--- src/rtl/pwm_pkg.sv ---
// Shared definitions for the PWM timebase: state encoding and default width.
package pwm_pkg;

    localparam int DEF_WIDTH = 16;

    localparam logic [1:0] S_IDLE = 2'd0;
    localparam logic [1:0] S_RUN  = 2'd1;
    localparam logic [1:0] S_STOP = 2'd2;

    typedef enum logic [1:0] {
        IDLE = S_IDLE,
        RUN  = S_RUN,
        STOP = S_STOP
    } state_t;

endpackage

--- src/rtl/pwm_tb_counter.sv ---
// Timebase counter with auto-reload shadow register and wrap detect.
// clear has priority over run; load commits the staged reload value.
module pwm_tb_counter
    import pwm_pkg::*;
#(
    parameter int WIDTH = DEF_WIDTH
) (
    input  logic             clk,
    input  logic             rst_n,
    input  logic             clear,
    input  logic             load,
    input  logic             run,
    input  logic [WIDTH-1:0] arr_in,
    output logic [WIDTH-1:0] cnt,
    output logic [WIDTH-1:0] arr_shadow,
    output logic             wrap
);

    // Wrap is a pure compare; the counter is never incremented past the shadow.
    assign wrap = (cnt == arr_shadow);

    // Counter and shadow register update.
    always_ff @(posedge clk) begin
        if (!rst_n) begin
            cnt        <= '0;
            arr_shadow <= '0;
        end else begin
            if (clear)
                cnt <= '0;
            else if (run)
                cnt <= cnt + 1'b1;
            if (load)
                arr_shadow <= arr_in;
        end
    end

endmodule

--- src/rtl/pwm_timebase_ctrl.sv ---
// PWM group timebase: run/stop FSM, software update handshake and
// pending-config tracking around the shared counter.
module pwm_timebase_ctrl
    import pwm_pkg::*;
#(
    parameter int WIDTH = DEF_WIDTH
) (
    input  logic             clk_psc_i,
    input  logic             rst_n_i,
    input  logic             cnt_en_i,
    input  logic             one_shot_i,
    input  logic             udis_i,
    input  logic [WIDTH-1:0] arr_i,
    input  logic             cfg_wr_i,
    input  logic             sw_upd_req_i,
    output logic             sw_upd_ack_o,
    output logic [WIDTH-1:0] cnt_o,
    output logic             update_event_o,
    output logic             overflow_o,
    output logic             running_o,
    output logic             upd_pending_o
);

    state_t           state, state_next;
    logic             clear, load, run;
    logic             wrap;
    logic [WIDTH-1:0] arr_shadow;
    logic             req_armed, armed_next;
    logic             sw_go;
    logic             evt_next, ovf_next, ack_next, pend_next;

    pwm_tb_counter #(.WIDTH(WIDTH)) u_cnt (
        .clk        (clk_psc_i),
        .rst_n      (rst_n_i),
        .clear      (clear),
        .load       (load),
        .run        (run),
        .arr_in     (arr_i),
        .cnt        (cnt_o),
        .arr_shadow (arr_shadow),
        .wrap       (wrap)
    );

    // A held request acks once; it must be seen low before it can fire again.
    assign sw_go = sw_upd_req_i && req_armed;

    // State register.
    always_ff @(posedge clk_psc_i) begin
        if (!rst_n_i)
            state <= IDLE;
        else
            state <= state_next;
    end

    // Next state and counter controls; software update beats stop, stop beats wrap.
    always_comb begin
        state_next = state;
        clear      = 1'b0;
        load       = 1'b0;
        run        = 1'b0;
        evt_next   = 1'b0;
        ovf_next   = 1'b0;
        ack_next   = 1'b0;
        armed_next = sw_upd_req_i ? req_armed : 1'b1;
        if (sw_go) begin
            clear      = 1'b1;
            load       = 1'b1;
            evt_next   = 1'b1;
            ack_next   = 1'b1;
            armed_next = 1'b0;
            if (state == STOP)
                state_next = IDLE;
        end else begin
            case (state)
                IDLE: begin
                    if (cnt_en_i) begin
                        state_next = RUN;
                        clear      = 1'b1;
                        load       = 1'b1;
                        evt_next   = 1'b1;
                    end
                end
                RUN: begin
                    if (!cnt_en_i) begin
                        state_next = IDLE;
                    end else if (wrap) begin
                        clear    = 1'b1;
                        ovf_next = 1'b1;
                        if (!udis_i) begin
                            load     = 1'b1;
                            evt_next = 1'b1;
                        end
                        if (one_shot_i)
                            state_next = STOP;
                    end else begin
                        run = 1'b1;
                    end
                end
                STOP: begin
                    if (!cnt_en_i)
                        state_next = IDLE;
                end
                default: state_next = IDLE;
            endcase
        end
        // A write landing on the committing edge stays pending for the next event.
        pend_next = cfg_wr_i || (upd_pending_o && !evt_next);
    end

    // Registered event, flag and handshake outputs.
    always_ff @(posedge clk_psc_i) begin
        if (!rst_n_i) begin
            update_event_o <= 1'b0;
            overflow_o     <= 1'b0;
            sw_upd_ack_o   <= 1'b0;
            upd_pending_o  <= 1'b0;
            req_armed      <= 1'b1;
        end else begin
            update_event_o <= evt_next;
            overflow_o     <= ovf_next;
            sw_upd_ack_o   <= ack_next;
            upd_pending_o  <= pend_next;
            req_armed      <= armed_next;
        end
    end

    assign running_o = (state == RUN);

endmodule
--- config.mk ---
export PLATFORM = sky130hd
export DESIGN_NAME = pwm_timebase_ctrl
export DESIGN_NICKNAME = d
export VERILOG_FILES = /design/src/rtl/pwm_pkg.sv /design/src/rtl/pwm_tb_counter.sv /design/src/rtl/pwm_timebase_ctrl.sv
export SDC_FILE = /design/constraint.sdc
export NUM_CORES = 1
export LEC_CHECK = 0
export BUFFER_PORTS_ARGS = -buffer_cell sky130_fd_sc_hd__buf_2
export CAP_MARGIN = 20
export CELL_PAD_IN_SITES_DETAIL_PLACEMENT = 0
export CELL_PAD_IN_SITES_GLOBAL_PLACEMENT = 1
export CORE_ASPECT_RATIO = 0.9
export CORE_MARGIN = 2
export CORE_UTILIZATION = 42
export CTS_BUF_LIST = sky130_fd_sc_hd__clkbuf_16
export CTS_CLUSTER_DIAMETER = 150
export DETAILED_ROUTE_END_ITERATION = 7
export PLACE_DENSITY_LB_ADDON = 0.1
export SLEW_MARGIN = 40
export SYNTH_ARGS = -nofsm -noshare
export SYNTH_HDL_FRONTEND = slang
export SYNTH_SLANG_ARGS = --single-unit
--- constraint.sdc ---
create_clock -name clk_psc_i -period 5.25 [get_ports clk_psc_i]
set_clock_uncertainty 0.2 [all_clocks]
set_input_delay 0.2625 -clock clk_psc_i [delete_from_list [all_inputs] [get_ports clk_psc_i]]
set_output_delay 0.2625 -clock clk_psc_i [all_outputs]
set_load 0.02 [all_outputs]
==> results of run 1 <==
-- logic make-up (layout without fill, tap and decap cells) --
group	Yosys count	in the layout
AOI/OAI and AO/OA	41	41
and+or+nand+nor	96	96
buffers and inverters	12	55
adders and majority gates	1	1
muxes	16	16
xor gates and xnor gates	16	16
DFF	39	39
-- worst max-delay path: cells and delay by family, from the launching register on --
family | cells | cell delay [ns]
AO/OA/AOI/OAI | 2 | 0.29
XOR/XNOR | 1 | 0.12
flip-flops | 1 | 0.47
buffers and inverters | 1 | 0.25
AND/OR/NAND/NOR | 2 | 1.22
-- layout make-up --
class / count / area share, %
clock buffer: 5 / 5.39
timing repair buffer: 46 / 10.4
inverter: 1 / 0.162
sequential: 39 / 33.6
multi-input combinational: 170 / 45.2
tap: 62 / 3.34
clock inverter: 3 / 1.89
-- layer usage --
metal / vias to the layer above / global-route usage (%) / wire, µm
met1: 770 / 28.3 / 2160
met4: 0 / 4.02 / 14
met5: - / 0 / 0
li1: 886 / - / -
met3: 2 / 4.57 / 210
met2: 43 / 27.3 / 1950
-- Yosys cell counts, drive strengths merged --
master   n  area share, %
o41ai    1           0.46
and2     2           0.66
nor4     6            2.0
dfxtp   39             41
inv      1           0.20
nor2     5           0.99
a41oi    1           0.46
o211ai   1           0.39
a21boi   2           0.79
or4     10            3.9
a21oi   17            4.7
a22o     1           0.46
nand2b   1           0.33
nand3    4            1.1
ha       1           0.66
or4b     1           0.53
buf      7            2.8
or3      5            1.6
clkbuf   4           0.79
nor3     2           0.53
o21ai    8            2.1
and3     3           0.99
and2b    1           0.39
o31ai   10            3.9
and4     1           0.46
nand4    8            2.6
mux2i   16            8.4
xor2    16            7.4
nand2   47            9.3
-- registers in the layout, indices dropped and copies added (netlist names) --
signal            count
u_cnt.cnt            16
upd_pending_o         1
state                 2
sw_upd_ack_o          1
overflow_o            1
req_armed             1
update_event_o        1
u_cnt.arr_shadow     16
-- final timing paths --
check / end / slack (ns) / startpoint / cells after the start
setup / recovery: upd_pending_o / 2.58 / u_cnt.cnt[3] / 6
hold / removal: upd_pending_o / 0.01 / cfg_wr_i / 2
setup reg to reg: upd_pending_o / 2.58 / u_cnt.cnt[3] / 6
hold reg to reg: state[1] / 0.27 / state[1] / 2
-- per-stage QoR --
step	cells	util [%]	hold slack [ns]
6_report	326	52.7	0.00985
5_1_grt	326	52.7	0.00302
4_1_cts	326	52.7	0.00268
3_5_place_dp	317	48.7	0.259
3_3_place_gp	317	48.6	0.257
2_1_floorplan	221	-	0.124
-- where the power goes --
group	internal (µW)	leakage, µW	total [µW]	switching [µW]
Combinational	29.7	0.000593	69.2	39.5
Clock	224	0.0000838	338	115
Sequential	309	0.000319	318	9.06
Total	562	0.000996	725	163
-- timing repair --
item                                    4_1_cts  5_1_grt
endpoints found under the setup margin        0        0
hold buffers                                  1        0
gates resized for setup                       0        0
endpoints found under the hold margin         1        0
setup buffers                                 0        0
==> load_flow_metrics.sql, run 1 <==
INSERT INTO impl_metrics (metric_group, metric, value, unit) VALUES
('layout', 'num_antenna_cells', '0', ''),
('synthesis', 'post_synth_instance_area', '1900', 'µm²'),
('worst_setup_path', 'critical_path_max_stage_delay', '0.71', 'ns'),
('synthesis', 'yosys-mux-area-fraction', '8.42', '%'),
('synthesis', 'ys_seq_area_share', '41.1', '%'),
('synthesis', 'synthesis.nets', '245', ''),
('clock_tree', 'cts_buffer_depth', '2', ''),
('layout', 'layout.cells.most_common', 'nand2_1', ''),
('clock_tree', 'htree_levels', '2', ''),
('placement', 'place.gp.congestion', '0.786', ''),
('synthesis', 'synth_simple_gate_area_share', '25.4', '%'),
('timing', 'fmax', '0.375', 'GHz'),
('timing', 'setup_viols_final', '0', ''),
('timing', 'unrepaired_setup_endpoints_after_global_routing', 'no', ''),
('worst_setup_path', 'worst_setup_path_end_kind', 'flop', ''),
('layout', 'layout.nets', '287', ''),
('route', 'drt_first_pass_iters', '4', ''),
('synthesis', 'share_of_the_synthesized_area_in_compound_gates_ao_oa_aoi_oai', '13.3', '%'),
('synthesis', 'yosys.area_share.xor_xnor', '7.37', '%'),
('synthesis', 'synth.distinct_cells', '32', ''),
('power', 'power.leakage', '0.000996', 'µW'),
('placement', 'dp.final_hpwl', '3130', 'µm'),
('floorplan', 'initial_util', '43.2', '%'),
('clock_tree', 'cts_tree', 'built', ''),
('clock_tree', 'clock_latency', '0.28', 'ns'),
('worst_setup_path', 'worst-setup-path-type', 'flop to flop', ''),
('grt', 'first_pass_grt_wire_length', '7330', 'µm'),
('synthesis', 'post_synth_fa_ha_maj_area_fraction', '0.658', '%'),
('grt', 'grt_antenna_before_repair', '0', ''),
('layout', 'stdcell_area', '2320', 'µm²'),
('grt', 'grt_remaining_overflow', '0', ''),
('floorplan', 'placeableCoreArea', '4400', 'µm²'),
('placement', 'detailedPlace.worstSlack', '2.61', 'ns'),
('placement', 'placed_cell_area', '2140', 'µm²'),
('synthesis', 'post_synth.cell_area_avg', '8.61', 'µm²'),
('clock_tree', 'cts_num_sinks', '39', ''),
('layout', 'layout.area.seq', '781', 'µm²'),
('layout', 'highest_count_cells_in_the_layout_ignoring_fill_and_taps', 'nand2_1 (47), buf_2 (43), dfxtp_1 (39)', ''),
('grt', 'number_of_global_route_vias_before_repair', '1526', ''),
('worst_setup_path', 'crit_path_cell_trace', 'xor2_1 -> nor4_1 -> and4_2 -> a21oi_2 -> buf_4 -> a22o_1', ''),
('route', 'detail-route-antenna-nets', '0', ''),
('floorplan', 'die_area', '5080', 'µm²'),
('layout', 'drive_gt1_share', '20.8', '%'),
('power', 'ir_drop', '0.000155', 'V'),
('worst_setup_path', 'cp.arrival', '2.63', 'ns'),
('layout', 'area_of_combinational_cells_with_multiple_inputs', '1050', 'µm²'),
('timing', 'final.setup.worst_slack', '2.58', 'ns'),
('timing', 'slew_violations', '0', ''),
('timing', 'worst-slew-pin-transition', '0.651', 'ns'),
('timing', 'post-route-min-period', '2.67', 'ns'),
('floorplan', 'num_rows', '23', ''),
('timing', 'maxSlewHeadroom', '56.6', '%'),
('layout', 'filler_cell_count', '441', ''),
('clock_tree', 'cts_made_buffers', '5', ''),
('route', 'avgRoutedWirePerCell', '13.3', 'µm'),
('timing', 'min_period_over_period', '50.8', '%'),
('power', 'power.density_cell_area', '313', 'nW/µm²'),
('timing', 'setup-tns-final', '0', 'ns'),
('synthesis', 'yosysWarningCount', '0', ''),
('floorplan', 'design.portCount', '44', ''),
('route', 'remaining_drc_errors', '0', ''),
('floorplan', 'y_dimension_of_the_die', '67.8', 'µm'),
('clock_tree', 'ctsRootBufferMaster', 'clkbuf_16', ''),
('layout', 'layout-area-overhead-vs-synth', '22.0', '%'),
('route', 'wirelength', '4330', 'µm'),
('worst_setup_path', 'cp_startpoint_kind', 'flop', ''),
('status', 'run_status', 'finished, final reports clean', ''),
('synthesis', 'postSynthRegisterBits', '39', ''),
('grt', 'global_route.usage.total', '18.9', '%'),
('worst_setup_path', 'cp_slowest_cell', 'and4_2', ''),
('worst_hold_path', 'class_of_the_tightest_hold_or_removal_check', 'primary input to flop', '');
Power figures use the tool's default switching activity.
==> run 2: changes to the inputs <==
Settings changed: CORE_UTILIZATION 42 to 35.
Clock period 5.25 ns to 2.2 ns, I/O delays scaled along.
==> load_flow_metrics.sql, run 2 (same netlist as run 1, synthesis figures left out) <==
INSERT INTO impl_metrics (metric_group, metric, value, unit) VALUES
('clock_tree', 'worst_setup_hold_path_clk_slew', '0.06', 'ns'),
('layout', 'layout_top_registers', 'u_cnt.arr_shadow x16, u_cnt.cnt x16, state x2', ''),
('timing', 'fmax', '0.472', 'GHz'),
('route', 'initialDrtViolationCount', '63', ''),
('power', 'power.density_cell_area', '611', 'nW/µm²'),
('placement', 'dp.final_hpwl', '3720', 'µm'),
('worst_setup_path', 'worst_setup_path_end_kind', 'flop', ''),
('worst_hold_path', 'class_of_the_tightest_hold_or_removal_check', 'primary input to flop', ''),
('route', 'detail-route-antenna-nets', '0', ''),
('floorplan', 'num_rows', '25', ''),
('floorplan', 'placeableCoreArea', '5260', 'µm²'),
('power', 'power.leakage', '0.00119', 'µW'),
('clock_tree', 'cts_num_sinks', '39', ''),
('power', 'ir_drop', '0.000382', 'V'),
('grt', 'first_pass_grt_wire_length', '8450', 'µm'),
('clock_tree', 'cts_tree', 'built', ''),
('placement', 'placement.io_buffers', '43', ''),
('layout', 'drive_gt1_share', '28.5', '%'),
('floorplan', 'initial_util', '36.2', '%'),
('layout', 'layout.cells.most_common', 'nand2_1', ''),
('worst_setup_path', 'worstPathMaxFanout', '11', ''),
('timing', 'hold_viol', '1', ''),
('layout', 'post_route_utilization', '51.6', '%'),
('placement', 'place.gp.congestion', '0.811', ''),
('layout', 'highest_count_cells_in_the_layout_ignoring_fill_and_taps', 'nand2_1 (47), buf_2 (43), dfxtp_1 (34), buf_4 (24), dlygate4sd3_1 (19)', ''),
('clock_tree', 'htree_levels', '2', ''),
('worst_setup_path', 'cpMostUsedCell', 'buf_4', ''),
('worst_setup_path', 'crit_path_cell_trace', 'xor2_2 -> nor4_1 -> buf_4 -> and4_1 -> buf_4 -> or4_1 -> a21oi_2', ''),
('floorplan', 'dieWidth', '81.7', 'µm'),
('clock_tree', 'clock_latency', '0.28', 'ns'),
('status', 'violated_checks', 'hold timing', ''),
('layout', 'layout-area-overhead-vs-synth', '42.5', '%'),
('grt', 'grt_remaining_overflow', '0', ''),
('worst_setup_path', 'cp_slowest_cell', 'or4_1', ''),
('worst_setup_path', 'worst-endpoint-required', '2.21', 'ns'),
('timing', 'post-route-min-period', '2.12', 'ns'),
('route', 'remaining_drc_errors', '0', ''),
('grt', 'grt_antenna_before_repair', '0', ''),
('layout', 'num_antenna_cells', '0', ''),
('route', 'drt_first_pass_iters', '4', ''),
('clock_tree', 'ctsRootBufferMaster', 'clkbuf_16', ''),
('timing', 'min_period_over_period', '96.3', '%'),
('layout', 'layout.nets', '329', ''),
('worst_setup_path', 'cp_startpoint_kind', 'flop', ''),
('timing', 'setup_viols_final', '0', ''),
('floorplan', 'die_area', '6040', 'µm²'),
('timing', 'maxSlewHeadroom', '68.4', '%'),
('layout', 'stdcell_area', '2710', 'µm²'),
('route', 'avgRoutedWirePerCell', '13.9', 'µm'),
('status', 'run_status', 'finished, violations left', ''),
('route', 'vias_per_cell', '5.01', ''),
('run', 'drv.max_cap_violation_count', '0', ''),
('grt', 'number_of_global_route_vias_before_repair', '1795', ''),
('clock_tree', 'cts_buffer_depth', '2', ''),
('floorplan', 'y_dimension_of_the_die', '73.9', 'µm'),
('timing', 'worst-slew-pin-transition', '0.474', 'ns'),
('route', 'detailroute.via_count', '1864', ''),
('worst_setup_path', 'cp.arrival', '2.13', 'ns'),
('timing', 'slew_violations', '0', ''),
('worst_setup_path', 'critical_path_max_stage_delay', '0.53', 'ns'),
('route', 'wirelength', '5180', 'µm'),
('placement', 'placed_cell_area', '2340', 'µm²'),
('grt', 'grt_max_degree', '29', ''),
('worst_setup_path', 'worst-setup-path-type', 'flop to flop', ''),
('floorplan', 'design.portCount', '44', ''),
('clock_tree', 'cts_made_buffers', '5', ''),
('grt', 'global_route.usage.total', '18.6', '%'),
('timing', 'hold-worst-slack', '-0.000931', 'ns');
[run 2: cell count changes in the layout (fill, tap and decap cells not counted), sizes merged]
cell	previous run	this run
buf	45	69
bufinv	1	0
dlygate4sd3	1	19
[run 2: report_power, final]
group	total (µW)	leakage [µW]	internal, µW	switching (µW)
sequential	757	0.000322	737	20.2
clock	677	0.0000671	407	270
combinational	221	0.000801	111	110
[run 2: final cells by class]
| cell class | instances | area (µm²) |
|---|---|---|
| clock buffers | 5 | 125 |
| inverters | 1 | 3.75 |
| flip-flops and latches | 39 | 787 |
| repair buffers | 88 | 617 |
| fillers | 543 | 2540 |
| well taps | 67 | 83.8 |
| clock inverters | 2 | 8.76 |
| multi-input cells | 170 | 1080 |
[run 2: worst paths after layout]
path / from / to / slack (ns) / depth (start not counted)
worst max-delay path: u_cnt.arr_shadow[10] / u_cnt.cnt[3] / 0.08 / 7
worst max register to register: u_cnt.arr_shadow[10] / u_cnt.cnt[3] / 0.08 / 7
worst min-delay path: cnt_en_i / state[1] / -0.0009 / 5
worst min register to register: state[1] / state[1] / 0.26 / 2
[run 2: metal layers]
layer / part of all wire (%) / vias up / track usage (%) / wire length [µm]
met5: 0 / - / 0 / 0
met4: 1.0 / 0 / 5.56 / 53
met3: 3.7 / 7 / 4.37 / 193
met2: 46 / 33 / 30.2 / 2380
met1: 49 / 854 / 24.7 / 2560
li1: - / 970 / - / -
[run 2: what timing repair did]
item                                   in CTS  in global routing
hold buffers                               19                  0
buffers inserted                            0                  0
setup endpoints to repair                   0                 11
endpoints found under the hold margin      20                  0
resized for setup                           0                 12
[run 2: critical path: cells and delay by family, from the launching register on]
family          cells  cell delay (ns)
compound gates      1             0.15
xor+xnor            1             0.19
buf+inv             2             0.32
flops               1             0.38
simple gates        3             0.81
[run 2: metrics by stage]
stage           TNS, ns  setup slack [ns]  total power [µW]  cells  hold WS [ns]
2_1_floorplan         0            0.0314               891    221       -0.0281
3_3_place_gp          0            0.0136               964    346         0.104
3_5_place_dp          0            0.0777               963    346         0.109
4_1_cts               0            0.0451              1670    372       0.00629
5_1_grt        -0.00637          -0.00637              1730    372        0.0579
6_report              0            0.0815              1660    372     -0.000931
